**config.mk**
```make
export PLATFORM = sky130hd
export DESIGN_NAME = ddr3_rd_arbiter
export DESIGN_NICKNAME = d
export VERILOG_FILES = /design/src/rtl/ddr3_rd_arbiter.sv
export SDC_FILE = /design/constraint.sdc
export NUM_CORES = 1
export LEC_CHECK = 0
export ABC_CLOCK_PERIOD_IN_PS = 5800
export CAP_MARGIN = 20
export CORE_AREA = 2 2 140 142
export CTS_CLUSTER_DIAMETER = 150
export DETAILED_ROUTE_END_ITERATION = 7
export DIE_AREA = 0 0 142 144
export DONT_BUFFER_PORTS = 1
export PLACE_DENSITY_LB_ADDON = 0.12
export SLEW_MARGIN = 15
export SYNTH_ARGS = -nofsm -noshare
export SYNTH_HDL_FRONTEND = slang
export SYNTH_SLANG_ARGS = --single-unit
```
**constraint.sdc**
```tcl
create_clock -name clk -period 5.8 [get_ports clk]
set_input_delay 1.74 -clock clk [delete_from_list [all_inputs] [get_ports clk]]
set_output_delay 1.74 -clock clk [all_outputs]
set_load 0.005 [all_outputs]
```
**src/rtl/ddr3_rd_arbiter.sv**
```systemverilog
// ddr3_rd_arbiter: two-requester burst read arbiter for the shared DDR3 Avalon read port,
// with beat credit limit, starvation guard and in-order return steering.
`default_nettype none

module ddr3_rd_arbiter #(
    parameter int ADDR_W       = 26,
    parameter int DATA_W       = 128,
    parameter int BURST_MAX    = 4,
    parameter int MAX_BEATS    = 16,
    parameter int TAG_DEPTH    = 8,
    parameter int STARVE_LIMIT = 4
) (
    input  logic              clk,
    input  logic              reset_n,
    input  logic              r0_req,
    input  logic [ADDR_W-1:0] r0_addr,
    input  logic [2:0]        r0_size,
    output logic              r0_grant,
    output logic              r0_rvalid,
    input  logic              r1_req,
    input  logic [ADDR_W-1:0] r1_addr,
    input  logic [2:0]        r1_size,
    output logic              r1_grant,
    output logic              r1_rvalid,
    output logic [DATA_W-1:0] rdata,
    input  logic              ddr3_avl_ready,
    output logic              ddr3_avl_read_req,
    output logic              ddr3_avl_burstbegin,
    output logic [ADDR_W-1:0] ddr3_avl_addr,
    output logic [2:0]        ddr3_avl_size,
    input  logic              ddr3_avl_read_data_valid,
    input  logic [DATA_W-1:0] ddr3_avl_read_data,
    output logic              err
);

    localparam int BEAT_W = $clog2(MAX_BEATS + 1);
    localparam int PTR_W  = (TAG_DEPTH > 1) ? $clog2(TAG_DEPTH) : 1;
    localparam int CNT_W  = $clog2(TAG_DEPTH + 1);
    localparam int STV_W  = $clog2(STARVE_LIMIT + 1);

    localparam logic [2:0]        BURST_MAX_L = 3'(BURST_MAX);
    localparam logic [BEAT_W:0]   MAX_BEATS_L = (BEAT_W + 1)'(MAX_BEATS);
    localparam logic [CNT_W-1:0]  TAG_FULL_L  = CNT_W'(TAG_DEPTH);
    localparam logic [STV_W-1:0]  STARVE_L    = STV_W'(STARVE_LIMIT);
    localparam logic [PTR_W-1:0]  PTR_LAST    = PTR_W'(TAG_DEPTH - 1);

    typedef enum logic [0:0] {
        IDLE  = 1'b0,
        ISSUE = 1'b1
    } state_t;

    state_t state, state_nxt;

    logic [BEAT_W-1:0] beats;
    logic [STV_W-1:0]  starve;
    logic              sel_id;
    logic [ADDR_W-1:0] sel_addr;
    logic [2:0]        sel_size;
    logic              first;

    logic              tag_id  [TAG_DEPTH];
    logic [2:0]        tag_rem [TAG_DEPTH];
    logic [PTR_W-1:0]  wr_ptr, rd_ptr;
    logic [CNT_W-1:0]  tag_cnt;

    logic r0_legal, r1_legal, r0_elig, r1_elig, r0_bad, r1_bad, force_r1, tag_full;
    logic pick, pick_id, accept, ret, pop, head_id;
    logic [2:0] head_rem;
    logic [BEAT_W:0] r0_need, r1_need;

    assign r0_legal = (r0_size != 3'd0) && (r0_size <= BURST_MAX_L);
    assign r1_legal = (r1_size != 3'd0) && (r1_size <= BURST_MAX_L);
    assign r0_need  = {1'b0, beats} + (BEAT_W + 1)'(r0_size);
    assign r1_need  = {1'b0, beats} + (BEAT_W + 1)'(r1_size);
    assign tag_full = (tag_cnt == TAG_FULL_L);
    assign r0_elig  = r0_req && r0_legal && (r0_need <= MAX_BEATS_L) && !tag_full;
    assign r1_elig  = r1_req && r1_legal && (r1_need <= MAX_BEATS_L) && !tag_full;
    assign r0_bad   = r0_req && !r0_legal;
    assign r1_bad   = r1_req && !r1_legal;
    assign force_r1 = (starve == STARVE_L) && r1_req;

    assign head_id  = tag_id[rd_ptr];
    assign head_rem = tag_rem[rd_ptr];
    assign ret      = ddr3_avl_read_data_valid && (tag_cnt != '0);
    assign pop      = ret && (head_rem == 3'd1);

    always_comb begin
        state_nxt           = state;
        pick                = 1'b0;
        pick_id             = 1'b0;
        accept              = 1'b0;
        r0_grant            = 1'b0;
        r1_grant            = 1'b0;
        ddr3_avl_read_req   = 1'b0;
        ddr3_avl_burstbegin = 1'b0;
        ddr3_avl_addr       = '0;
        ddr3_avl_size       = 3'd0;
        case (state)
            IDLE: begin
                // Illegal sizes are acknowledged and dropped without touching arbitration.
                r0_grant = r0_bad;
                r1_grant = r1_bad;
                if (force_r1) begin
                    if (r1_elig) begin
                        pick    = 1'b1;
                        pick_id = 1'b1;
                    end
                end else if (r0_elig) begin
                    pick    = 1'b1;
                    pick_id = 1'b0;
                end else if (r1_elig) begin
                    pick    = 1'b1;
                    pick_id = 1'b1;
                end
                if (pick) begin
                    state_nxt = ISSUE;
                end
            end
            ISSUE: begin
                ddr3_avl_read_req   = 1'b1;
                ddr3_avl_burstbegin = first;
                ddr3_avl_addr       = sel_addr;
                ddr3_avl_size       = sel_size;
                if (ddr3_avl_ready) begin
                    accept    = 1'b1;
                    r0_grant  = !sel_id;
                    r1_grant  = sel_id;
                    state_nxt = IDLE;
                end
            end
            default: state_nxt = IDLE;
        endcase
    end

    always_ff @(posedge clk or negedge reset_n) begin
        if (!reset_n) begin
            state    <= IDLE;
            sel_id   <= 1'b0;
            sel_addr <= '0;
            sel_size <= 3'd0;
            first    <= 1'b0;
            starve   <= '0;
            err      <= 1'b0;
        end else begin
            state <= state_nxt;
            if (pick) begin
                sel_id   <= pick_id;
                sel_addr <= pick_id ? r1_addr : r0_addr;
                sel_size <= pick_id ? r1_size : r0_size;
                first    <= 1'b1;
            end else if (state == ISSUE) begin
                first <= 1'b0;
            end
            if (!r1_req || r1_grant) begin
                starve <= '0;
            end else if (r0_grant && (starve != STARVE_L)) begin
                starve <= starve + 1'b1;
            end
            if (((state == IDLE) && (r0_bad || r1_bad)) ||
                (ddr3_avl_read_data_valid && (tag_cnt == '0))) begin
                err <= 1'b1;
            end
        end
    end

    // Head entry's remaining-beat field counts down in place; the entry pops on its last beat.
    always_ff @(posedge clk) begin
        if (accept) begin
            tag_id[wr_ptr]  <= sel_id;
            tag_rem[wr_ptr] <= sel_size;
        end
        if (ret && !pop) begin
            tag_rem[rd_ptr] <= head_rem - 3'd1;
        end
    end

    always_ff @(posedge clk or negedge reset_n) begin
        if (!reset_n) begin
            wr_ptr    <= '0;
            rd_ptr    <= '0;
            tag_cnt   <= '0;
            beats     <= '0;
            r0_rvalid <= 1'b0;
            r1_rvalid <= 1'b0;
            rdata     <= '0;
        end else begin
            if (accept) begin
                wr_ptr <= (wr_ptr == PTR_LAST) ? '0 : wr_ptr + 1'b1;
            end
            if (pop) begin
                rd_ptr <= (rd_ptr == PTR_LAST) ? '0 : rd_ptr + 1'b1;
            end
            case ({accept, pop})
                2'b10:   tag_cnt <= tag_cnt + 1'b1;
                2'b01:   tag_cnt <= tag_cnt - 1'b1;
                default: tag_cnt <= tag_cnt;
            endcase
            beats     <= beats + (accept ? BEAT_W'(sel_size) : '0) - BEAT_W'(ret);
            r0_rvalid <= ret && !head_id;
            r1_rvalid <= ret && head_id;
            if (ret) begin
                rdata <= ddr3_avl_read_data;
            end
        end
    end

endmodule

`default_nettype wire

```
== Yosys cells after proc, flatten, opt, wreduce, memory -nomap -nowiden ==
Memories as Yosys holds them, arrays and structs flattened.
Index checks and enable logic that the tools add are counted.

* Div/mod/pow operators: 0
* Equal/unequal tests: 8
* Reductions and logical operators: 36
* Add/subtract/negate cells: 10
* Muxes and demuxes: 35
* Shift operators: 0
* $mul: 0
* Bitwise logic cells: 1
* $lt $le $gt $ge: 4

{| class="wikitable"
|+ Operator list
! operator !! number
|-
| two-way mux 26 bit || 2
|-
| two-way mux 1 bit || 22
|-
| two-way mux 3 bit || 7
|-
| logical AND 1 bit || 19
|-
| adder 5 x 3 -> 6 bit || 2
|-
| <= comparator 6 x 5 -> 1 bit (second input constant) || 2
|-
| adder 3 x 1 -> 3 bit (second input constant) || 3
|-
| equality test 3 bit (second input constant) || 3
|-
| one-hot mux 4 bit (2 select lines) || 1
|-
| logical NOT 1 bit || 7
|-
| <= comparator 3 bit (second input constant) || 2
|-
| one-hot mux 1 bit (2 select lines) || 3
|-
| nonzero test 2 bit || 3
|-
| nonzero test 3 bit || 2
|-
| adder 5 x 3 -> 5 bit || 1
|-
| subtractor 5 x 1 -> 5 bit || 1
|-
| adder 4 x 1 -> 4 bit (second input constant) || 1
|-
| equality test 4 bit (second input constant) || 1
|-
| logical NOT 4 bit || 1
|-
| nonzero test 4 bit || 1
|-
| subtractor 4 x 1 -> 4 bit (second input constant) || 1
|-
| equality test 3 x 1 -> 1 bit (second input constant) || 1
|-
| logical OR 1 bit || 3
|-
| != test 3 bit (second input constant) || 1
|-
| other kinds (4) || 4
|}

* Bits in read-only memories: 0
* Memories kept: 2
* Memory bits (writable): 32
* Bits in latches: 0
* Bits in registers: 181

{| class="wikitable"
|+ Memories
! name !! depth !! width !! rd ports !! clocked after Yosys merged registers in !! write ports !! line !! text
|-
| tag_rem || 8 || 3 || 1 || 0 || 2 || 62 || <nowiki>logic [2:0] tag_rem [TAG_DEPTH];</nowiki>
|-
| tag_id || 8 || 1 || 1 || 0 || 1 || 61 || <nowiki>logic tag_id [TAG_DEPTH];</nowiki>
|}

== Longest topological paths before layout ==
* Depth in word-level cells: 11
* Mapped depth: 16
* Gate-level depth less buffers: 14

== Worst setup path before layout ==
OpenSTA, ideal clock, no wires.

* Path type: input to output
* Start point: input port ddr3_avl_ready
* End point: output port r0_grant
* Path slack: 1.633 ns
* Stages: 4
* Arrival: 2.427 ns
* Path through: and2_1 -> buf_2 -> inv_1 -> o21ai_0

* Longest elaborated chain between the ends: 2

{| class="wikitable"
|+ Ends and longest elaborated chain
! what !! line !! text
|-
| start: declaration || 26 || <nowiki>input logic ddr3_avl_ready,</nowiki>
|-
| two-way mux 1 bit || 124 || <nowiki>if (ddr3_avl_ready) begin</nowiki>
|-
| one-hot mux 1 bit (2 select lines) || 98 || <nowiki>case (state)</nowiki>
|-
| end: declaration || 18 || <nowiki>output logic r0_grant,</nowiki>
|}

No other way between the ends.

== Worst setup path in the final report ==
Same ends and word-level chain as after synthesis.

==> reports/metrics.yaml <==
clock_tree:
  holdBufCountCts: 0
  cts_buffer_depth: 3
  cts_resized: 0
  numCtsBuffers: 24
  cts_tree: "yes"
  clk_pin_slew_ns: 0.06
  worstSkewPairLatency_ns: 0.51
  h-tree-depth: 1
  post-cts-setup-buffer-count: 0
  clockRootBuffer: "clkbuf_16"
  cts.sinks: 213
logic_synthesis:
  syn_area_per_cell_um2: 9.55
  syn_inst: 1033
  ys_types: 53
  synth-seq-area-share_pct: 55.7
  synth_fp_nets: 1254
  synth-edff-count: 32
  syn_area_um2: 9860
  synth_seq_cells: 213
  synthArstFlopShare_pct: 85.0
  yosysWarnings: 0
  synth-main-ff-cell: "dfrtp_1"
setup_path:
  crit_family: "compound AO/OA/AOI/OAI gates"
  path_buf_inv: 1
  cp_slowest_cell: "o21ai_0"
  crit_chain: "and2_1, inv_1, o21ai_0"
  critPathLaunchType: "primary input"
  worstSetupPathType: "in -> out"
  slowest_delay_ns: 0.54
  cp.required_ns: 4.06
  crit_path_end_kind: "primary output"
  crit_path_max_fanout: 9
  cp_data_arrival_time_ns: 2.77
status:
  status: "finished, final reports clean"
floorplan:
  rows: 51
  die_area_um2: 20400
  start_util_pct: 51.7
  num_io_pins: 356
  die_h_um: 144
  fp.dieW_um: 142
  core_um2: 19100
sta:
  relSlewSlack_pct: 42.1
  setup_ws_ns: 1.29
  max_freq_mhz: 222
  rsz0062_at_grt: "no"
  tns_ns: 0
  finalHoldViolCount: 0
  setup_viol: 0
  worst_pin_slew_ns: 0.869
  skew_ns: 0.0121
  post-route-period-util_pct: 77.7
  post-route-min-period_ns: 4.51
  drv_slew: 0
pwr:
  p_per_area_nw_per_um2: 553
  seqPwrFrac_pct: 42.7
  p_comb_share_pct: 33.0
  p_leak_nw: 5.40
  p_clk_share_pct: 24.3
  ir_worst_vdd_mv: 0.386
  power_mw: 5.95
  switchingPower_mw: 2.24
  p_int_mw: 3.71
  swShare_pct: 37.6
detailed_routing:
  drt-met1-wl_mm: 10.1
  viasPerCell: 5.50
  highest_layer: "met4"
  drt_first_iter_violations: 415
  wl_met3_mm: 2.09
  drtAntennaViolNets: 0
  wire_per_inst_um: 19.6
  drt_pass1_iterations: 5
  wl_met2_mm: 12.3
  drt-total-wl_mm: 24.9
  drc: 0
  vias: 6969
cells_and_area:
  final_cell_mix: "nand2_1, dfrtp_1, inv_1, nor3_1, and2_1"
  drive_gt1_share_pct: 7.29
  syn_to_final_growth_pct: 8.92
  final_util_pct: 56.3
  layout_commonest_cell: "nand2_1"
  final_net_count: 1233
placement:
  dp.final_hpwl_mm: 17.4
  gp_congestion: 0.816
  dp_slack_ns: 1.27
  portBuffers: 0
global_routing:
  antenna_found_initial: 1
  grt_pass1_wl_mm: 36.7
  grt_overflow: 0
  grt_pass1_vias: 6491
  grt_start_max_net_pins: 182
  grt_use_total_pct: 22.7
run:
  cap_violations: 0
worst_hold_path:
  hold_path_class: "reg -> reg"
-- area by class of cell --
class / count / area, um2
Fill cell: 1670 / 8340
Timing Repair Buffer: 7 / 52.6
Antenna cell: 1 / 2.50
Tap cell: 238 / 298
Multi-Input combinational cell: 684 / 3840
Inverter: 82 / 310
Clock buffer: 40 / 732
Sequential cell: 213 / 5490
Clock inverter: 3 / 18.8
-- metrics by stage --
stage / hold slack [ns] / instance area, um2 / instances
after floorplan: 0.464 / 9860 / 1033
after global placement: 0.485 / 9990 / 1224
after detailed placement: 0.489 / 9990 / 1224
after CTS: 0.497 / 10700 / 1267
after global routing: 0.518 / 10700 / 1268
final: 0.498 / 10700 / 1268
-- cell families (layout without fill, tap and decap cells) --
group / count (synthesis) / in the layout / share of synthesized area (%)
other: 0 / 1 / 0
AOI/OAI and AO/OA: 77 / 77 / 6.67
and+or+nand+nor: 526 / 526 / 22.2
DFF: 213 / 213 / 55.7
xor gates and xnor gates: 13 / 13 / 1.15
buffers and inverters: 136 / 132 / 5.61
adders and majority gates: 29 / 29 / 3.98
muxes: 39 / 39 / 4.77
-- cells in the mapped netlist, types with 3 or more instances --
master | n | area [um2]
nor3_1 | 34 | 170
nor2b_1 | 5 | 31.3
ha_1 | 25 | 313
a221oi_1 | 19 | 166
mux2_2 | 10 | 113
buf_2 | 10 | 50.1
a221oi_2 | 11 | 165
inv_1 | 79 | 297
clkbuf_1 | 34 | 128
buf_6 | 3 | 33.8
and2_1 | 33 | 206
fa_1 | 4 | 80.1
o21a_1 | 3 | 22.5
nand3_1 | 5 | 25.0
nand2b_1 | 5 | 31.3
xnor2_1 | 6 | 52.6
mux2i_1 | 23 | 230
xor2_1 | 7 | 61.3
and3_1 | 3 | 18.8
nand2_1 | 411 | 1540
o21ai_0 | 15 | 75.1
edfxtp_1 | 32 | 961
clkinv_1 | 3 | 11.3
a21o_1 | 7 | 52.6
dfrtp_1 | 181 | 4530
a21oi_1 | 10 | 50.1
buf_1 | 5 | 18.8
nor2_1 | 16 | 60.1
mux4_2 | 5 | 113
-- flip-flops by register name, indices dropped and copies added (netlist names), 3 cells and up --
signal / cells
rdata: 128
sel_addr: 26
tag_rem: 24
tag_id: 8
beats: 5
tag_cnt: 4
rd_ptr: 3
sel_size: 3
starve: 3
wr_ptr: 3
-- path summary, 6_finish.rpt --
check	from	depth (start not counted)	slack (ns)	end
max	ddr3_avl_ready	3	1.29	r0_grant
min	tag_cnt[3]	1	0.50	tag_cnt[3]
max reg2reg	rd_ptr[2]	14	2.04	tag_cnt[3]
min reg2reg	tag_cnt[3]	1	0.50	tag_cnt[3]
max in group asynchronous	reset_n	0	4.54	beats[0]
min in group asynchronous	reset_n	0	0.94	rdata[120]
-- power by group through the flow --
| stage | clock network (mW) | logic [mW] | registers, mW |
|---|---|---|---|
| 4_1_cts | 1.47 | 1.97 | 2.55 |
| 5_1_grt | 1.54 | 2.22 | 2.60 |
| 2_1_floorplan | 0 | 1.64 | 2.35 |
| 6_report | 1.44 | 1.96 | 2.54 |
| 3_5_place_dp | 0 | 1.96 | 2.57 |
| 3_3_place_gp | 0 | 1.92 | 2.57 |
-- worst reg2reg max path, delay by kind of cell (launching register included) --
family,cells,cell delay [ns]
buf+inv,2,0.40
fa+ha+maj,3,0.86
compound gates,4,0.65
mux,2,0.55
flops,1,0.85
xor+xnor,2,0.28
simple gates,1,0.06
-- metal layers --
layer	GRT usage (%)	vias to the layer above
met4	5.68	0
met5	0	-
met1	30.1	3376
met3	6.13	26
met2	37.5	282
li1	-	3285
(Power assumes the default switching activity.)
